<file path="src/rtl/robsmult_param.sv">
`default_nettype none
// ============================================================================
//  Module      : robsmult_param
//  Description : Parametrised, restartable sequential Robertson's multiplier.
//                Multiplies two WIDTH-bit operands (signed or unsigned, chosen
//                per operation) retiring one multiplier bit per clock, with a
//                start/busy/done handshake. The 2*WIDTH-bit product is held
//                until the next completion.
//                Optional macro ROBSMULT_OVF_EN adds a registered 'ovf' output
//                flagging products that do not fit in WIDTH bits.
//  Revision    : 1.0 - initial release
// ============================================================================
module robsmult_param #(
    parameter int WIDTH = 8
) (
    input  logic                 clk,
    input  logic                 reset,
    input  logic                 start,
    input  logic                 signed_mode,
    input  logic [WIDTH-1:0]     multiplier,
    input  logic [WIDTH-1:0]     multiplicand,
    output logic                 busy,
    output logic                 done,
    output logic [2*WIDTH-1:0]   product
`ifdef ROBSMULT_OVF_EN
    ,
    output logic                 ovf
`endif
);

    localparam int C_CW = (WIDTH > 1) ? $clog2(WIDTH) : 1;

    typedef enum logic [0:0] {
        S_IDLE = 1'b0,
        S_ITER = 1'b1
    } state_t;

    state_t               r_state;
    state_t               w_state_next;

    logic [WIDTH-1:0]     r_y;
    logic [WIDTH-1:0]     r_x;
    logic [WIDTH:0]       r_a;
    logic                 r_mode;
    logic [C_CW-1:0]      r_count;
    logic                 r_busy;
    logic                 r_done;
    logic [2*WIDTH-1:0]   r_product;

    logic                 w_accept;
    logic                 w_last;
    logic [WIDTH:0]       w_yext;
    logic [WIDTH:0]       w_sum;
    logic                 w_fill;
    logic [WIDTH:0]       w_a_next;
    logic [WIDTH-1:0]     w_x_next;
    logic [2*WIDTH-1:0]   w_prod_next;

    assign w_accept = (r_state == S_IDLE) && start;
    assign w_last   = (r_count == C_CW'(WIDTH - 1));

    // Yext: sign- or zero-extension of the captured multiplicand
    assign w_yext = r_mode ? {r_y[WIDTH-1], r_y} : {1'b0, r_y};

    // Partial sum for this step; the final signed step subtracts (Robertson
    // correction for the negatively weighted multiplier MSB).
    always_comb begin
        w_sum = r_a;
        if (r_x[0]) begin
            if (w_last && r_mode) begin
                w_sum = r_a - w_yext;
            end else begin
                w_sum = r_a + w_yext;
            end
        end
    end

    // Signed mode replicates the sign bit. In unsigned mode the carry out of
    // the WIDTH-bit addition is S[WIDTH] itself and lands in A[WIDTH-1] after
    // the shift, so the vacated top bit must be zero to keep A exact.
    assign w_fill      = r_mode & w_sum[WIDTH];
    assign w_a_next    = {w_fill, w_sum[WIDTH:1]};
    assign w_x_next    = {w_sum[0], r_x[WIDTH-1:1]};
    assign w_prod_next = {w_a_next[WIDTH-1:0], w_x_next};

    // State register
    always_ff @(posedge clk or posedge reset) begin
        if (reset) begin
            r_state <= S_IDLE;
        end else begin
            r_state <= w_state_next;
        end
    end

    // Next-state logic: IDLE waits for start, ITER runs WIDTH steps
    always_comb begin
        w_state_next = r_state;
        case (r_state)
            S_IDLE: if (start)  w_state_next = S_ITER;
            S_ITER: if (w_last) w_state_next = S_IDLE;
            default:            w_state_next = S_IDLE;
        endcase
    end

    // Datapath: operand capture, shift-add iteration and result retirement
    always_ff @(posedge clk or posedge reset) begin
        if (reset) begin
            r_y       <= '0;
            r_x       <= '0;
            r_a       <= '0;
            r_mode    <= 1'b0;
            r_count   <= '0;
            r_busy    <= 1'b0;
            r_done    <= 1'b0;
            r_product <= '0;
        end else begin
            r_done <= 1'b0;
            if (w_accept) begin
                r_y     <= multiplicand;
                r_x     <= multiplier;
                r_a     <= '0;
                r_mode  <= signed_mode;
                r_count <= '0;
                r_busy  <= 1'b1;
            end else if (r_state == S_ITER) begin
                r_a     <= w_a_next;
                r_x     <= w_x_next;
                r_count <= r_count + C_CW'(1);
                if (w_last) begin
                    r_product <= w_prod_next;
                    r_busy    <= 1'b0;
                    r_done    <= 1'b1;
                end
            end
        end
    end

`ifdef ROBSMULT_OVF_EN
    logic r_ovf;
    logic w_ovf_next;
    logic [WIDTH:0] w_hi_s;
    logic [WIDTH-1:0] w_hi_u;

    assign w_hi_s     = w_prod_next[2*WIDTH-1:WIDTH-1];
    assign w_hi_u     = w_prod_next[2*WIDTH-1:WIDTH];
    assign w_ovf_next = r_mode ? !((&w_hi_s) || !(|w_hi_s)) : (|w_hi_u);

    // Overflow flag, retired together with the product it describes
    always_ff @(posedge clk or posedge reset) begin
        if (reset) begin
            r_ovf <= 1'b0;
        end else if ((r_state == S_ITER) && w_last) begin
            r_ovf <= w_ovf_next;
        end
    end

    assign ovf = r_ovf;
`endif

    assign busy    = r_busy;
    assign done    = r_done;
    assign product = r_product;

endmodule
`default_nettype wire

</file>
<file path="config.mk">
export PLATFORM = sky130hd
export DESIGN_NAME = robsmult_param
export DESIGN_NICKNAME = d
export VERILOG_FILES = /design/src/rtl/robsmult_param.sv
export SDC_FILE = /design/constraint.sdc
export NUM_CORES = 1
export LEC_CHECK = 0
export ABC_AREA = 0
export CAP_MARGIN = 25
export CORE_ASPECT_RATIO = 0.7
export CORE_MARGIN = 10
export CORE_UTILIZATION = 48
export CTS_CLUSTER_DIAMETER = 120
export CTS_CLUSTER_SIZE = 20
export DETAILED_ROUTE_END_ITERATION = 8
export MAX_ROUTING_LAYER = met4
export PLACE_DENSITY = 0.75
export SYNTH_ARGS = -nofsm -noshare
export SYNTH_HDL_FRONTEND = slang
export SYNTH_SLANG_ARGS = --single-unit
</file>
<file path="constraint.sdc">
create_clock -name clk -period 2.55 [get_ports clk]
set_input_delay 0.51 -clock clk [delete_from_list [all_inputs] [get_ports clk]]
set_output_delay 0.51 -clock clk [all_outputs]
set_load 0.1 [all_outputs]
</file>
==> impl_metrics.json, run 1 <==
{
  "whs_endpoint": "product[9]",
  "final_common_cell": "buf_4",
  "grt_pass1_vias": 2152,
  "place_hpwl_mm": 4.165,
  "endpoint_kind": "flop",
  "hp-class": "flop to flop",
  "port_buffers": 37,
  "r2r_slack_ns": -0.25,
  "track_usage_pct": 13.95,
  "path_clk_slew_ns": 0.09,
  "layout_setup_ws_ns": -0.2484,
  "drtAntennaViolNets": 0,
  "num_vias": 2063,
  "max_freq_mhz": 357.3,
  "detail_route.wl_per_cell_um": 15.84,
  "r2r-start": "r_count[1]",
  "syn-cell-area_sq_mm": 0.002475,
  "ys.flop_type": "dfrtp_1",
  "syn_avg_cell_area_sq_um": 10.02,
  "drt-pass1-iter-count": 4,
  "htreeDepth": 2,
  "synthArstFlopShare_pct": 100.0,
  "die_h_um": 80.08,
  "grt_pass1_wl_mm": 9.701,
  "grt_remaining_overflow": 0,
  "clk_latency_ns": 0.29,
  "area_growth_pct": 40.65,
  "hold_viol": 0,
  "critical_path_class": "flop to flop",
  "diodes": 0,
  "r2r_end": "r_a[8]",
  "worst_slew_pin_slew_ns": 0.6736,
  "rows": 21,
  "root_buffer": "clkbuf_8",
  "grt_max_degree": 39,
  "seq_area_frac_synth_pct": 48.53,
  "ys_ff_latch": 48,
  "start_kind": "flop",
  "hold-worst-slack_ns": 0.4912,
  "min_from": "product[9]",
  "min_path_cells": 2,
  "cts_tree": "done",
  "gp_congestion": 0.8900,
  "synth_cell_types": 35,
  "via_per_inst": 5.290,
  "fin_nets": 352,
  "cts_buffers": 5,
  "syn_inst": 247,
  "synth_nets": 279,
  "setup_viol": 9,
  "drc": 0,
  "drtIter0Drc": 118,
  "cts_sinks": 48,
  "yosys_warnings": 0,
  "coreArea_sq_mm": 0.004887,
  "drive_above_1_share_pct": 35.83,
  "skew_ns": 0.005087,
  "reg2regPathDepth": 13,
  "dieArea_sq_mm": 0.008474,
  "worstPathArrival_ns": 2.98,
  "period_minus_slack_ns": 2.798,
  "initial_core_util_pct": 50.64,
  "die_x_um": 105.8,
  "slew_viol_final": 0,
  "layout_common_cells": "buf_4 (52), dfrtp_1 (48), nand2_1 (33)",
  "timing.final.crit_share_pct": 109.7,
  "grt_antenna_before_repair": 0,
  "drt-total-wl_mm": 6.179,
  "max-cap-violations": 0,
  "failed_checks": "negative setup slack",
  "status": "finished with violations",
  "max_slew_margin_pct": 54.99,
  "io_pins": 38,
  "synth_edf_count": 0,
  "cp_max_fo": 3,
  "cp_data_required_time_ns": 2.73,
  "grt_setup_unrepaired": "true",
  "cts.path.max_buffers": 2
}
==> registers in the layout (all words and copies together) (netlist names) <==
signal and cells:
r_mode 1, done 1, product 16, r_y 8, r_state 1, r_count 3
r_x 8, busy 1, r_a 9
==> worst max-delay path, stage by stage, from the launching register on <==
cell	delay, ns
dfrtp_1	0.41
ha_2	0.21
ha_4	0.17
nand2_4	0.07
buf_6	0.10
o31ai_4	0.05
xor2_1	0.20
ha_1	0.29
o21ai_2	0.18
a21oi_4	0.06
a221oi_2	0.30
mux2_4	0.37
o211ai_1	0.17
o31ai_1	0.10
==> cell families (layout without fill, tap and decap cells) <==
group,after synthesis,after routing,share of synthesized area [%]
AO/OA/AOI/OAI,64,64,15.07
XOR/XNOR,10,10,3.539
adder cells (fa/ha/maj),12,12,6.370
buffers and inverters,22,96,3.387
flip-flops,48,48,48.53
multiplexers,26,26,11.48
AND/OR/NAND/NOR,65,65,11.63
==> worst max path at each step <==
stage | startpoint | endpoint | slack (ns) | cells past startpoint
after detailed placement | r_count[1] | r_a[7] | -0.26 | 13
after CTS | r_count[0] | r_a[8] | -0.22 | 13
after global routing | r_count[1] | r_a[8] | -0.39 | 13
after global placement | r_count[1] | r_a[7] | -0.21 | 13
after floorplan | r_count[1] | r_a[7] | -0.03 | 11
final | r_count[1] | r_a[8] | -0.25 | 13
==> per-stage QoR <==
step	std cells	utilization (%)	setup TNS [ns]	setup slack, ns	area [sq um]
after global routing	390	71.22	-3.174	-0.3901	3481
after global placement	369	62.88	-0.9784	-0.2103	3073
final	390	71.22	-1.845	-0.2484	3481
after floorplan	247	-	-0.04292	-0.02767	2496
after detailed placement	369	62.88	-1.365	-0.2600	3073
after CTS	385	67.38	-1.418	-0.2240	3293
==> timing repair <==
item,in CTS,in global routing
pin swaps,18,26
setup buffers,8,5
resized for setup,12,33
setup endpoints to repair,9,13
hold endpoints to repair,0,0
gates cloned,0,0
hold buffers,0,0
==> routing by layer <==
layer	vias up	wire length, um	global-route usage (%)
met3	10	275	3.270
met5	-	0	-
li1	998	-	-
met1	1011	2850	17.58
met4	0	76	2.291
met2	44	2977	22.84
==> layout make-up <==
type	instances	area [sq um]
multi-input combinational	177	1416
fill	369	1406
sequential	48	1201
timing repair buffer	75	634.4
clock buffer	7	86.33
tap	69	86.33
inverter	13	48.80
clock inverter	1	7.507
==> cells in the mapped netlist (all sizes together), types with 3 or more instances <==
library cell  instances  area (sq um)
inv                  13         48.80
ha                   11         137.6
or3                   3         18.77
nand2b                3         18.77
nand2                37         138.9
a21oi                19         98.85
nor2b                 6         37.54
nor2                 12         45.04
dfrtp                48          1201
xnor2                 7         61.31
mux2i                10         100.1
a31oi                 4         25.02
o21ai                28         140.1
mux2                 16         183.9
xor2                  3         26.28
o31ai                 4         30.03
clkbuf                5         18.77
buf                   4         16.26
Power of run 1 is not shown: default switching activity piles up to over one toggle a cycle in this logic, so the estimate is an artifact.
==> run 2, diff against run 1 <==
--- a/config.mk
+++ b/config.mk
@@ -6,15 +6,16 @@
 export NUM_CORES = 1
 export LEC_CHECK = 0
 export ABC_AREA = 0
+export ABC_CLOCK_PERIOD_IN_PS = 2550
 export CAP_MARGIN = 25
 export CORE_ASPECT_RATIO = 0.7
 export CORE_MARGIN = 10
-export CORE_UTILIZATION = 48
+export CORE_UTILIZATION = 25
 export CTS_CLUSTER_DIAMETER = 120
 export CTS_CLUSTER_SIZE = 20
 export DETAILED_ROUTE_END_ITERATION = 8
+export DONT_BUFFER_PORTS = 1
 export MAX_ROUTING_LAYER = met4
-export PLACE_DENSITY = 0.75
 export SYNTH_ARGS = -nofsm -noshare
 export SYNTH_HDL_FRONTEND = slang
 export SYNTH_SLANG_ARGS = --single-unit
==> impl_metrics.json, run 2 (synthesis gave the netlist of run 1 again) <==
{
  "status": "finished with violations",
  "failed_checks": "negative setup slack",
  "endpoint_kind": "flop",
  "die_h_um": 103.2,
  "period_minus_slack_ns": 2.723,
  "worst_slew_pin_slew_ns": 0.9389,
  "layout_setup_ws_ns": -0.1728,
  "cp_max_fo": 5,
  "drt-total-wl_mm": 6.180,
  "hold-worst-slack_ns": 0.2537,
  "cts_buffers": 5,
  "placed_cells": 401,
  "skew_ns": 0.002230,
  "fin_util_pct": 33.40,
  "drive_above_1_share_pct": 32.75,
  "max_slew_margin_pct": 37.41,
  "fillers": 1001,
  "grt_setup_unrepaired": "true",
  "track_usage_pct": 8.859,
  "endpoint": "r_a[8]",
  "root_buffer": "clkbuf_16",
  "max-cap-violations": 0,
  "grt_antenna_before_repair": 0,
  "timing.final.crit_share_pct": 106.8,
  "fin_cells": 415,
  "path_clk_slew_ns": 0.07,
  "drtAntennaViolNets": 0,
  "gp_congestion": 0.8319,
  "cts_sinks": 48,
  "clk_latency_ns": 0.29,
  "io_pins": 38,
  "dieArea_sq_mm": 0.01434,
  "worstPathArrival_ns": 2.89,
  "start_kind": "flop",
  "via_per_inst": 4.417,
  "final_common_cell": "dfrtp_1",
  "grt_pass1_wl_mm": 9.922,
  "drt-pass1-iter-count": 4,
  "hp-class": "primary input to async pin",
  "fin_nets": 318,
  "htreeDepth": 2,
  "grt_max_degree": 49,
  "place_hpwl_mm": 4.462,
  "cts_tree": "done",
  "max_freq_mhz": 367.3,
  "layout_common_cells": "dfrtp_1 (48), buf_4 (40), nand2_1 (35)",
  "diodes": 0,
  "detail_route.wl_per_cell_um": 14.89,
  "initial_core_util_pct": 25.56,
  "die_x_um": 138.9,
  "drc": 0,
  "largest_reg_flops": 16,
  "drtIter0Drc": 86,
  "cts-hold-fix-buffers": 0,
  "area_growth_pct": 30.69,
  "setup_viol": 8,
  "coreArea_sq_mm": 0.009684,
  "slew_viol_final": 0,
  "setup_tns_ns": -0.8391,
  "worstPathCellList": "ha_2 > ha_4 > and2_4 > a31oi_4 > xnor2_2 > ha_1 > and3_4 > a221oi_4 > mux2_4 > o211ai_1 > o31ai_2",
  "grt_pass1_vias": 1915,
  "r2r-start": "r_count[0]",
  "grt_remaining_overflow": 0,
  "hold_viol": 0,
  "cts.path.max_buffers": 2,
  "reg2regPathDepth": 11,
  "port_buffers": 0,
  "cp_data_required_time_ns": 2.72,
  "num_vias": 1833,
  "seqCellArea_sq_mm": 0.001201,
  "r2r_slack_ns": -0.17,
  "cp-startpoint": "r_count[0]",
  "critical_path_class": "flop to flop",
  "rows": 30,
  "r2r_end": "r_a[8]",
  "critical-path-slowest-cell": "dfrtp_1",
  "cpPeakStageDelay_ns": 0.39,
  "multiInputGateArea_sq_mm": 0.001359
}
run 2: area by class of cell:
type / count / share of cell area (%)
Multi-Input combinational cell: 177 / 42.01
Sequential cell: 48 / 37.14
Timing Repair Buffer: 41 / 9.633
Tap cell: 128 / 4.952
Clock buffer: 6 / 4.294
Inverter: 13 / 1.509
Clock inverter: 2 / 0.4642
run 2: stage by stage:
step           instance area, sq um  setup slack [ns]
2_1_floorplan                  2496          -0.02767
3_3_place_gp                   2884           -0.1850
3_5_place_dp                   2884           -0.2217
4_1_cts                        3134           -0.1931
5_1_grt                        3234           -0.3372
6_report                       3234           -0.1728
run 2: timing repair:
item	4_1_cts	5_1_grt
gates resized for setup	15	15
endpoints found under the setup margin	9	11
pin swaps	11	16
buffers inserted	4	2
run 2: worst min path at each step:
stage / endpoint / depth (start not counted) / slack [ns] / from
6_report: product[3] / 2 / 0.25 / reset
5_1_grt: product[3] / 2 / 0.31 / reset
4_1_cts: product[5] / 2 / 0.29 / reset
3_5_place_dp: r_x[2] / 2 / 0.50 / r_x[3]
3_3_place_gp: r_x[3] / 2 / 0.49 / r_x[4]
2_1_floorplan: r_x[6] / 2 / 0.46 / r_x[7]
run 2: per-layer routing:
layer / routed length, um / GRT usage, % / vias to the layer above
met4: 28 / 2.078 / 0
met3: 414 / 3.832 / 4
met2: 2836 / 14.01 / 28
met1: 2900 / 10.31 / 867
li1: - / - / 934
met5: 0 / - / -
run 2: worst max-delay path: cells and delay by family, from the launching register on:
kind	cells	cell delay [ns]
AO/OA/AOI/OAI	4	0.69
XOR/XNOR	1	0.08
adder cells (fa/ha/maj)	3	0.69
flip-flops	1	0.39
AND/OR/NAND/NOR	2	0.39
multiplexers	1	0.36
Power of run 2 is left out for the same reason.
==> run 3, diff against run 2 <==
--- a/config.mk
+++ b/config.mk
@@ -16,6 +16,8 @@
 export DETAILED_ROUTE_END_ITERATION = 8
 export DONT_BUFFER_PORTS = 1
 export MAX_ROUTING_LAYER = met4
+export PLACE_DENSITY = 0.51
+export SLEW_MARGIN = 20
 export SYNTH_ARGS = -nofsm -noshare
 export SYNTH_HDL_FRONTEND = slang
 export SYNTH_SLANG_ARGS = --single-unit
==> impl_metrics.json, run 3 (synthesis gave the netlist of run 1 again) <==
{
  "largest_reg_flops": 16,
  "cts-hold-fix-buffers": 0,
  "cts.path.max_buffers": 2,
  "die_x_um": 138.9,
  "detail_route.wl_per_cell_um": 15.00,
  "skew_ns": 0.003924,
  "pre_cts_ws_ns": -0.2361,
  "path_clk_slew_ns": 0.07,
  "fin_nets": 317,
  "fin_util_pct": 33.70,
  "coreArea_sq_mm": 0.009684,
  "dieArea_sq_mm": 0.01434,
  "endpoint_kind": "flop",
  "diodes": 0,
  "die_h_um": 103.2,
  "grt_antenna_before_repair": 0,
  "grt_max_degree": 39,
  "drt-pass1-iter-count": 4,
  "drt-total-wl_mm": 6.196,
  "dr.max_layer_used": "met4",
  "layout_setup_ws_ns": -0.1328,
  "r2r_slack_ns": -0.13,
  "failed_checks": "negative setup slack",
  "slew_viol_final": 0,
  "max-cap-violations": 0,
  "status": "finished with violations",
  "r2r_end": "r_a[8]",
  "cp_max_fo": 5,
  "layout_common_cells": "dfrtp_1 (48), buf_4 (38), nand2_1 (33)",
  "met2WireLength_mm": 2.869,
  "start_kind": "flop",
  "max_slew_margin_pct": 39.20,
  "worst_slew_pin_slew_ns": 0.9121,
  "cp_data_required_time_ns": 2.72,
  "grt_setup_unrepaired": "true",
  "drtAntennaViolNets": 0,
  "via_per_inst": 4.540,
  "drc": 0,
  "root_buffer": "clkbuf_16",
  "area_growth_pct": 31.85,
  "hold_viol": 0,
  "setup_viol": 9,
  "hp-class": "primary input to async pin",
  "wl_met3_um": 335,
  "grt_pass1_wl_mm": 10.32,
  "num_vias": 1875,
  "clk_latency_ns": 0.28,
  "io_pins": 38,
  "timing.final.crit_share_pct": 105.2,
  "max_freq_mhz": 372.7,
  "worstPathArrival_ns": 2.85,
  "critical_path_class": "flop to flop",
  "cts_sinks": 48,
  "initial_core_util_pct": 25.56,
  "reg2regPathDepth": 11,
  "place_hpwl_mm": 4.562,
  "htreeDepth": 2,
  "rows": 30,
  "final_common_cell": "dfrtp_1",
  "track_usage_pct": 9.069,
  "grt_remaining_overflow": 0,
  "drive_above_1_share_pct": 34.39,
  "fillers": 1024,
  "r2r-start": "r_count[0]",
  "drtIter0Drc": 56,
  "grt_pass1_vias": 2009,
  "met1_length_mm": 2.962,
  "cts_buffers": 5,
  "cts_tree": "done",
  "port_buffers": 0,
  "period_minus_slack_ns": 2.683,
  "gp_congestion": 0.7638
}
run 3: critical path, stage by stage, from the launching register on:
cell and delay [ns]:
dfrtp_1 0.38, ha_2 0.20, ha_4 0.18, and2_4 0.18
a31oi_2 0.16, xnor2_1 0.10, ha_1 0.33, and3_4 0.17
a221oi_4 0.25, mux2_4 0.36, o211ai_1 0.17, o31ai_1 0.09
run 3: layer usage:
layer / GRT usage, % / up-vias
met5: - / -
li1: - / 929
met2: 14.33 / 27
met3: 3.376 / 2
met1: 11.11 / 917
met4: 1.439 / 0
run 3: per-stage QoR:
step	instance area, sq um	TNS [ns]	instances	hold slack, ns
after global routing	3263	-2.277	413	0.03215
after global placement	2884	-0.8404	401	0.3360
after detailed placement	2884	-1.313	401	0.3350
final	3263	-0.6946	413	0.02545
after floorplan	2496	-0.04292	247	0.4599
after CTS	3120	-0.8699	412	0.02510
run 3: timing repair:
item,CTS,global route
endpoints found under the setup margin,11,13
gates cloned,0,0
hold endpoints to repair,0,0
pin swaps,20,16
setup buffers,4,2
resized for setup,14,30
run 3: how the worst max path moves through the flow:
stage / end / slack, ns / cells past startpoint / from
3_3_place_gp: r_a[7] / -0.18 / 13 / r_count[1]
2_1_floorplan: r_a[7] / -0.03 / 11 / r_count[1]
3_5_place_dp: r_a[7] / -0.24 / 13 / r_count[1]
4_1_cts: r_a[8] / -0.15 / 13 / r_count[0]
5_1_grt: r_a[8] / -0.29 / 13 / r_count[1]
6_report: r_a[8] / -0.13 / 11 / r_count[0]
run 3: cell type report:
cell class | instances | area [sq um] | area share, %
inverters | 13 | 48.80 | 1.495
clock inverters | 2 | 12.51 | 0.3834
repair buffers | 40 | 307.8 | 9.433
multi-input cells | 177 | 1408 | 43.14
flip-flops and latches | 48 | 1201 | 36.81
well taps | 128 | 160.2 | 4.908
clock buffers | 5 | 125.1 | 3.834
Power of run 3 is left out for the same reason.
